### src/rtl/dds_freq_sweep_pkg.sv
// ---------------------------------------------------------------------------
// llrf_afe_package
// Shared types and constants for the LLRF analog front-end DDS blocks.
//   sweep_mode_t  : frequency sweep behaviour at the upper bound
//   sweep_state_t : dds_freq_sweep controller states
//   DDS_FREQ_100K / DDS_FREQ_30M : tuning words for a 200 MHz DDS clock
//                                  (Freq[Hz] * 2^32 / 200e6)
// ---------------------------------------------------------------------------
`timescale 1ns/1ps

package llrf_afe_package;

    typedef enum logic [1:0] {
        SW_SINGLE = 2'd0,   // ramp up once, stop at max
        SW_WRAP   = 2'd1,   // ramp up, jump back to min
        SW_BOUNCE = 2'd2    // ramp up to max, then down to min, repeat
    } sweep_mode_t;

    typedef enum logic [1:0] {
        ST_IDLE = 2'd0,
        ST_RAMP = 2'd1,
        ST_DONE = 2'd2
    } sweep_state_t;

    localparam logic [31:0] DDS_FREQ_100K = 32'h0020C49B;
    localparam logic [31:0] DDS_FREQ_30M  = 32'h26666666;

    // The unused encoding 3 behaves as a single sweep.
    function automatic sweep_mode_t norm_mode(input logic [1:0] m);
        return (m == 2'd3) ? SW_SINGLE : sweep_mode_t'(m);
    endfunction

endpackage

### src/rtl/dds_freq_sweep.sv
// ---------------------------------------------------------------------------
// dds_freq_sweep
// Frequency-ramp generator feeding dds_slave. Produces a tuning word and a
// one-cycle sync strobe for dds_slave.freq / dds_slave.synch, in the DDS clock
// domain. Sweep parameters are captured at start and held for the whole sweep.
//
// Build option: SWEEP_PROP_STEP_EN
//   defined   -> increment = freq_step + freq/65536 (proportional, log-like;
//                requires FW == 32)
//   undefined -> increment = freq_step (linear)
//
// Ports
//   clk        in   1   DDS clock
//   reset      in   1   synchronous, active-high
//   start      in   1   pulse; begins sweep when idle
//   stop       in   1   pulse; aborts sweep (wins over start)
//   mode       in   2   sweep_mode_t (3 treated as SW_SINGLE)
//   freq_min   in   FW  lower bound
//   freq_max   in   FW  upper bound
//   freq_step  in   FW  increment per update
//   interval   in   TW  clocks between updates; 0 treated as 1
//   freq       out  FW  current tuning word
//   sync       out  1   1-cycle pulse with every freq update
//   active     out  1   high while sweeping
//   ready      out  1   1-cycle pulse at sweep end / stop / reject
//   dir        out  1   0 = up, 1 = down
//   err        out  1   sticky start-reject flag (freq_min > freq_max)
// ---------------------------------------------------------------------------
`timescale 1ns/1ps

module dds_freq_sweep
    import llrf_afe_package::*;
#(
    parameter int              FW           = 32,
    parameter int              TW           = 32,
    parameter logic [FW-1:0]   DEF_FREQ_MIN = FW'(DDS_FREQ_100K)
) (
    input  logic          clk,
    input  logic          reset,
    input  logic          start,
    input  logic          stop,
    input  logic [1:0]    mode,
    input  logic [FW-1:0] freq_min,
    input  logic [FW-1:0] freq_max,
    input  logic [FW-1:0] freq_step,
    input  logic [TW-1:0] interval,
    output logic [FW-1:0] freq,
    output logic          sync,
    output logic          active,
    output logic          ready,
    output logic          dir,
    output logic          err
);

    // ---------------- registers ----------------
    sweep_state_t  r_state;
    logic [FW-1:0] r_freq;
    logic          r_sync;
    logic          r_ready;
    logic          r_dir;
    logic          r_err;
    logic [TW-1:0] r_cnt;

    // Sweep parameters captured at an accepted start.
    sweep_mode_t   r_mode;
    logic [FW-1:0] r_min;
    logic [FW-1:0] r_max;
    logic [FW-1:0] r_step;
    logic [TW-1:0] r_reload;

    // ---------------- combinational ----------------
    sweep_state_t  w_state_nxt;
    logic          w_start_ok;
    logic          w_start_rej;
    logic [TW-1:0] w_interval_eff;
    logic          w_tick;
    logic [FW-1:0] w_inc;
    logic [FW:0]   w_nxt_up;
    logic [FW:0]   w_nxt_dn;
    logic          w_hit_top;
    logic          w_end_single;
    logic [FW-1:0] w_freq_upd;
    logic          w_dir_upd;

    // stop has priority over start in the same cycle.
    assign w_start_ok     = start && !stop && (freq_min <= freq_max);
    assign w_start_rej    = start && !stop && (freq_min >  freq_max);
    assign w_interval_eff = (interval == '0) ? TW'(1) : interval;
    assign w_tick         = (r_cnt == '0);

`ifdef SWEEP_PROP_STEP_EN
    assign w_inc = r_step + (r_freq >> 16);
`else
    assign w_inc = r_step;
`endif

    // One extra bit so a carry out (up) or borrow (down) counts as out of range.
    assign w_nxt_up     = {1'b0, r_freq} + {1'b0, w_inc};
    assign w_nxt_dn     = {1'b0, r_freq} - {1'b0, w_inc};
    assign w_hit_top    = (w_nxt_up > {1'b0, r_max});
    assign w_end_single = !r_dir && w_hit_top && (r_mode == SW_SINGLE);

    // Next tuning word and direction at an update tick.
    // NOTE: every always_comb output gets a default first so no latch is inferred.
    always_comb begin
        w_freq_upd = r_freq;
        w_dir_upd  = r_dir;
        if (!r_dir) begin
            if (w_hit_top) begin
                case (r_mode)
                    SW_WRAP:   w_freq_upd = r_min;
                    SW_BOUNCE: begin
                        w_freq_upd = r_max;
                        w_dir_upd  = 1'b1;
                    end
                    default:   w_freq_upd = r_max;
                endcase
            end else begin
                w_freq_upd = w_nxt_up[FW-1:0];
            end
        end else begin
            if (w_nxt_dn[FW] || (w_nxt_dn[FW-1:0] < r_min)) begin
                w_freq_upd = r_min;
                w_dir_upd  = 1'b0;
            end else begin
                w_freq_upd = w_nxt_dn[FW-1:0];
            end
        end
    end

    // ---------------- FSM: state register ----------------
    // NOTE: clocked state uses non-blocking assignments so all flops update together.
    always_ff @(posedge clk) begin
        if (reset) r_state <= ST_IDLE;
        else       r_state <= w_state_nxt;
    end

    // ---------------- FSM: next state ----------------
    always_comb begin
        w_state_nxt = r_state;
        case (r_state)
            ST_IDLE: if (w_start_ok) w_state_nxt = ST_RAMP;
            ST_RAMP: begin
                if (stop)                        w_state_nxt = ST_IDLE;
                else if (w_tick && w_end_single) w_state_nxt = ST_DONE;
            end
            ST_DONE: w_state_nxt = ST_IDLE;
            default: w_state_nxt = ST_IDLE;
        endcase
    end

    // ---------------- datapath ----------------
    // NOTE: the captured sweep parameters have no reset; they are always
    // written before use, so resetting them would only add reset fan-out.
    always_ff @(posedge clk) begin
        if (w_start_ok && (r_state == ST_IDLE)) begin
            r_mode   <= norm_mode(mode);
            r_min    <= freq_min;
            r_max    <= freq_max;
            r_step   <= freq_step;
            r_reload <= w_interval_eff - TW'(1);
        end
    end

    always_ff @(posedge clk) begin
        if (reset) begin
            r_freq  <= DEF_FREQ_MIN;
            r_sync  <= 1'b0;
            r_ready <= 1'b0;
            r_dir   <= 1'b0;
            r_err   <= 1'b0;
            r_cnt   <= '0;
        end else begin
            r_sync  <= 1'b0;
            r_ready <= 1'b0;
            case (r_state)
                ST_IDLE: begin
                    if (w_start_ok) begin
                        r_freq <= freq_min;
                        r_sync <= 1'b1;
                        r_dir  <= 1'b0;
                        r_err  <= 1'b0;
                        r_cnt  <= w_interval_eff - TW'(1);
                    end else if (w_start_rej) begin
                        r_err   <= 1'b1;
                        r_ready <= 1'b1;
                    end
                end
                ST_RAMP: begin
                    if (stop) begin
                        r_ready <= 1'b1;
                    end else if (w_tick) begin
                        r_freq <= w_freq_upd;
                        r_dir  <= w_dir_upd;
                        r_sync <= 1'b1;
                        r_cnt  <= r_reload;
                    end else begin
                        r_cnt <= r_cnt - TW'(1);
                    end
                end
                ST_DONE: r_ready <= 1'b1;
                default: ;
            endcase
        end
    end

    // ---------------- FSM: outputs ----------------
    always_comb begin
        freq   = r_freq;
        sync   = r_sync;
        ready  = r_ready;
        dir    = r_dir;
        err    = r_err;
        active = (r_state != ST_IDLE);
    end

endmodule

### config.mk
export PLATFORM = sky130hd
export DESIGN_NAME = dds_freq_sweep
export DESIGN_NICKNAME = d
export VERILOG_FILES = /design/src/rtl/dds_freq_sweep_pkg.sv /design/src/rtl/dds_freq_sweep.sv
export SDC_FILE = /design/constraint.sdc
export NUM_CORES = 1
export LEC_CHECK = 0
export ABC_AREA = 1
export CAP_MARGIN = 0
export CORE_MARGIN = 8
export CORE_UTILIZATION = 35
export CTS_BUF_LIST = sky130_fd_sc_hd__clkbuf_8
export CTS_CLUSTER_SIZE = 20
export DETAILED_ROUTE_END_ITERATION = 7
export GPL_TIMING_DRIVEN = 0
export PLACE_DENSITY = 0.6
export REMOVE_ABC_BUFFERS = 1
export SLEW_MARGIN = 20
export SYNTH_ARGS = -nofsm -noshare
export SYNTH_HDL_FRONTEND = slang
export SYNTH_SLANG_ARGS = --single-unit
### constraint.sdc
create_clock -name clk -period 4.2 [get_ports clk]
set_input_delay 0.63 -clock clk [delete_from_list [all_inputs] [get_ports clk]]
set_output_delay 0.63 -clock clk [all_outputs]
set_load 0.01 [all_outputs]
# Yosys cells after proc, flatten, opt, wreduce, memory -nomap -nowiden

Cells that the tools add are included.
Widths: inputs -> output; s select.

Register bits after elaboration: 200
Input port bits: 134
Output and inout bits: 37
Logic and storage cells: 85

$add $sub $neg: 4
$lt $le $gt $ge: 4
Equal/unequal tests: 9
Multiplexer cells: 35
Reduce and logical (&&, ||, !) cells: 21

Operators with widths:

| kind                  | number |
|---|---|
| $mux 32               | 11 |
| $pmux 32 s2           | 2 |
| $logic_not 32->1      | 2 |
| $sub 32x1->32 const B | 2 |
| $add 32x32->33        | 1 |
| $gt 33x32->1          | 1 |
| $sub 32x32->33        | 1 |
| $gt 32x32->1          | 1 |
| $le 32x32->1          | 1 |
| $lt 32x32->1          | 1 |
| $mux 1                | 15 |
| $logic_and 1x1->1     | 7 |
| $eq 2x2->1 const B    | 3 |
| $mux 2                | 3 |
| $ne 2x2->1 const B    | 3 |
| $reduce_bool 2->1     | 3 |
| $eq 2x1->1 const B    | 2 |
| $logic_not 2->1       | 2 |
| $pmux 1 s2            | 2 |
| $pmux 2 s2            | 1 |
| $reduce_and 2->1      | 2 |
| $reduce_and 4->1      | 1 |
| $ne 3x3->1 const B    | 1 |
| $pmux 1 s3            | 1 |
| 3 further kinds       | 4 |

# Depth between registers and ports, before layout

Depth after elaboration: 8
Gate-level depth with buffers: 31
Mapped depth without buffers: 29

# Least setup slack after synthesis

No wires, ideal clock.

Kind: input to register
From: in freq_max[31]
To: reg r_freq[10], in the netlist freq[10]
Setup time: 0.112 ns
Arrival time: 3.836 ns
Data required time: 4.088 ns
Path slack: 0.251 ns
Stages on the path: 17
Path buffers: 2
Cell sequence: inv_1 -> ha_1 -> nand2_1 -> nor2_1 -> nand4_1 -> nor4_2 -> nand3_1 -> nand2_1 -> nand2_1 -> inv_2 -> nor2_1 -> buf_2 -> buf_2 -> nand2_1 -> nand2_1 -> inv_1 -> nand2_1

Word-level cells in the longest chain between the ends: 4

Ends and longest elaborated chain:

| element                    | RTL line              | text |
|---|---|---|
| start, declared            | dds_freq_sweep.sv:44  | `input logic [FW-1:0] freq_max,` |
| $le 32x32->1               | dds_freq_sweep.sv:86  | `assign w_start_ok = start && !stop && (freq_min <= freq_max);` |
| $logic_and 1x1->1          | dds_freq_sweep.sv:86  |  |
| $ne 2x2->1 (no line)       | --                    |  |
| $reduce_and 4->1 (no line) | --                    |  |
| end signal, assigned       | dds_freq_sweep.sv:179 | `r_freq <= freq_min;` |
| end signal, assigned       | dds_freq_sweep.sv:193 | `r_freq <= w_freq_upd;` |
| end, declared              | dds_freq_sweep.sv:57  | `logic [FW-1:0] r_freq;` |

Every way passes these cells.
A chain may end at the register's enable or synchronous reset.

# Worst setup path in the final report

From: reg r_step[16]
To: reg r_freq[4], in the netlist freq[4]

Word-level cells in the longest chain between the ends: 8
Elaborated cells between the ends (all ways): 11
Those cells by class: add/sub: 2; order compare: 2; mux: 6; reduce/logical: 1

Ends and longest elaborated chain:

| element                | RTL line              | text |
|---|---|---|
| start, declared        | dds_freq_sweep.sv:68  | `logic [FW-1:0] r_step;` |
| start signal, assigned | dds_freq_sweep.sv:160 | `r_step <= freq_step;` |
| $sub 32x32->33         | dds_freq_sweep.sv:99  | `assign w_nxt_dn = {1'b0, r_freq} - {1'b0, w_inc};` |
| $lt 32x32->1           | dds_freq_sweep.sv:122 | `if (w_nxt_dn[FW] \|\| (w_nxt_dn[FW-1:0] < r_min)) begin` |
| $logic_or 1x1->1       | dds_freq_sweep.sv:122 |  |
| $mux 32                | dds_freq_sweep.sv:122 |  |
| $mux 32 *              | dds_freq_sweep.sv:108 | `if (!r_dir) begin` |
| $mux 32 *              | dds_freq_sweep.sv:192 | `end else if (w_tick) begin` |
| $mux 32 *              | dds_freq_sweep.sv:190 | `if (stop) begin` |
| $pmux 32 s2 *          | dds_freq_sweep.sv:176 | `case (r_state)` |

Mark *: on every way between the ends. The rest lies on a longest branch, timed or not. The select of a mux whose other input is x is not followed.

==> results.tsv <==
metric	value	unit
status	finished with violations	
violated checks	setup timing	
CP max stage delay	0.43	ns
Layout Nets	2913	
IO Port Bufs	170	
register area share after synthesis	30.8	%
gr ovfl total	0	
area leader, netlist	edfxtp_1	
Initial Utilization	35.4	%
Root Driver	clkbuf_8	
drc violations	0	
Buf/Inv on CP	8	
Fin. Hold Viols	0	
FF-to-FF setup slack	-0.09	ns
Synth top area share	22.6	%
worst skew pair latency	0.60	ns
Period minus WS final	4.29	ns
Max clock buf depth	2	
FF+latch count, synth	200	
clk sinks	200	
Site Rows	81	
Data arrival, critical path	4.77	ns
Final Util	46.0	%
MaxCap Viol Count	0	
M1 wire length	28.5	mm
H-tree depth	4	
top_reg_cell synth	edfxtp_1	
CTS tree	yes	
clock transition at the registers of the reported paths	0.12	ns
average cell area after synthesis	7.15	µm²
All-Layer GR Usage	22.8	%
TritonCTS buffer count	17	
total routed wirelength	67.2	mm
Routed Antenna Nets	0	
Distinct cells, synth	55	
DR WL met2	31.3	mm
Hold WC Path Type	input port to flip-flop	
YS warnings	0	
CP max FO	6	
Vias	17300	
Rel. slew slack	9.42	%
sequential standard cell area	5320	µm²
RSZ-0062 raised after global routing	true	
critical path startpoint category	flip-flop	
Post-synth EDFFs	130	
share of cells above drive strength 1	19.2	%
drt wl/cell	20.4	µm
dpl hpwl	48.5	mm
top post-synthesis cells by count	nand2_1 (475), inv_1 (367), nor2_1 (261), nand3_1 (172), a21oi_1 (164)	
die area	56600	µm²
Syn Inst Count	2412	
Setup Viol. Count Final	19	
async set or reset register ratio after synthesis	0	%
PwrDens	282	nW/µm²
Hold Buf Count CTS	0	
peak supply drop	265	µV
initial drt markers	1512	
synthesized area	17200	µm²
Critical Path RT	4.68	ns
Worst Slack Setup Final	-0.0924	ns
Total Neg Setup Slack	-0.651	ns
FMAX	233	MHz
actual slew at the worst max-slew pin	1.36	ns
synth top area cells	edfxtp_1 (23%), ha_1 (12%), nand2_1 (10%)	
# fillers	4852	
Clock Skews	0.0271	ns
Routability Congestion	0.936	
routed wl met3	4.86	mm
uppermost layer routed	met5	
first-pass GRT wire length	98.9	mm
iteration count of the initial detailed-routing pass	6	
vias in the first global route	16900	
die width	238	µm
Crit path max-delay family	simple AND/OR/NAND/NOR gates	
antenna violations before repair	3	
core area	48700	µm²
Max Slew Vio Count	0	
die height	238	µm
Crit Path Category	flip-flop to flip-flop	
area grow syn2layout	30.0	%
nature of the critical path endpoint	flip-flop	
multi-input logic area	11800	µm²
largest net degree at the start of global routing	84	
period utilization	102	%
slowest stage cell on the critical path	edfxtp_1	
post-DR vias/cell	5.25	
leakage	9.79	nW
count leader, synth	nand2_1	
io pins	171	
## cell usage in the layout (no fill, tap or decap), types with 13 or more instances in the layout
cell type / Yosys / final
clkbuf_8: 0 / 18
edfxtp_1: 130 / 130
nand2_2: 31 / 77
buf_4: 6 / 65
o21ai_0: 134 / 110
nand2_4: 1 / 22
xnor2_1: 22 / 22
o211ai_1: 20 / 20
ha_1: 161 / 125
ha_4: 0 / 28
a21oi_2: 26 / 45
dfxtp_1: 70 / 56
o21ai_2: 4 / 13
a21oi_1: 164 / 137
nand4_1: 31 / 31
clkdlybuf4s50_1: 0 / 169
nand3_1: 172 / 146
nor3_1: 44 / 38
o21ai_1: 11 / 22
nor2_4: 2 / 13
nand3_2: 17 / 36
nor2_1: 261 / 235
xor2_1: 75 / 59
nand2_1: 475 / 408
nand2_8: 1 / 14
dfxtp_2: 0 / 14
nor2_2: 7 / 22
a31oi_1: 18 / 17
inv_1: 367 / 350
inv_2: 10 / 25
## stage by stage
step	instance area (µm²)	total power, mW	setup slack (ns)	hold slack [ns]	instances
2_1_floorplan	16800	3.63	-1.86	0.467	2326
3_3_place_gp	19300	4.36	-6.71	0.494	3160
3_5_place_dp	19600	4.40	-1.87	0.515	3171
4_1_cts	21400	6.11	-0.0403	0.412	3263
5_1_grt	22400	6.68	-0.265	0.443	3294
6_report	22400	6.33	-0.0924	0.459	3294
## final cells by class
type | instances | area share [%]
clock buffers | 18 | 1.11
clock inverters | 14 | 0.653
repair buffers | 257 | 11.6
diodes | 1 | 0.0112
well taps | 664 | 3.71
inverters | 379 | 6.43
multi-input cells | 1761 | 52.7
flip-flops and latches | 200 | 23.7
## state kept, by name, summed over array words and instances, names as in the netlist
name,flops
r_state,2
freq,32
r_min,32
sync,1
r_mode,2
r_cnt,32
r_reload,32
dir,1
ready,1
r_step,32
err,1
r_max,32
## cell families after synthesis
logic type	count (synthesis)	share of synthesized area, %
compound gates	414	13.8
xor+xnor	97	4.93
fa+ha+maj	163	11.9
buf+inv	465	11.1
flops	200	30.8
mux	1	0.0653
simple gates	1072	27.5
## repair_timing
item                       CTS  global route
gates resized for setup    212           175
hold endpoints to repair     0             0
buffers inserted            54            22
pin swaps                   48            58
gates cloned                 6             8
setup endpoints to repair   52            35
## where the power goes
| part | total (mW) | leakage [nW] | internal (mW) | switching (mW) |
|---|---|---|---|---|
| Clock | 1.35 | 0.209 | 0.550 | 0.800 |
| Sequential | 2.31 | 1.77 | 2.21 | 0.102 |
| Combinational | 2.67 | 7.81 | 1.02 | 1.65 |
| Total | 6.33 | 9.79 | 3.78 | 2.55 |
## routing by layer
layer / up-vias / track usage [%]
met5: - / 0
met4: 4 / 8.86
met3: 119 / 4.73
met2: 618 / 37.2
met1: 8229 / 29.2
li1: 8331 / -
## worst paths after layout
kind	start	end	cells after the start
setup / recovery	r_step[16]$_DFFE_PP_	freq[4]$_SDFFE_PP1P_	26
hold / removal	reset	freq[27]$_SDFFE_PP0P_	2
setup reg to reg	r_step[16]$_DFFE_PP_	freq[4]$_SDFFE_PP1P_	26
hold reg to reg	freq[28]$_SDFFE_PP0P_	freq[28]$_SDFFE_PP0P_	2
Power figures use the tool's default switching activity.
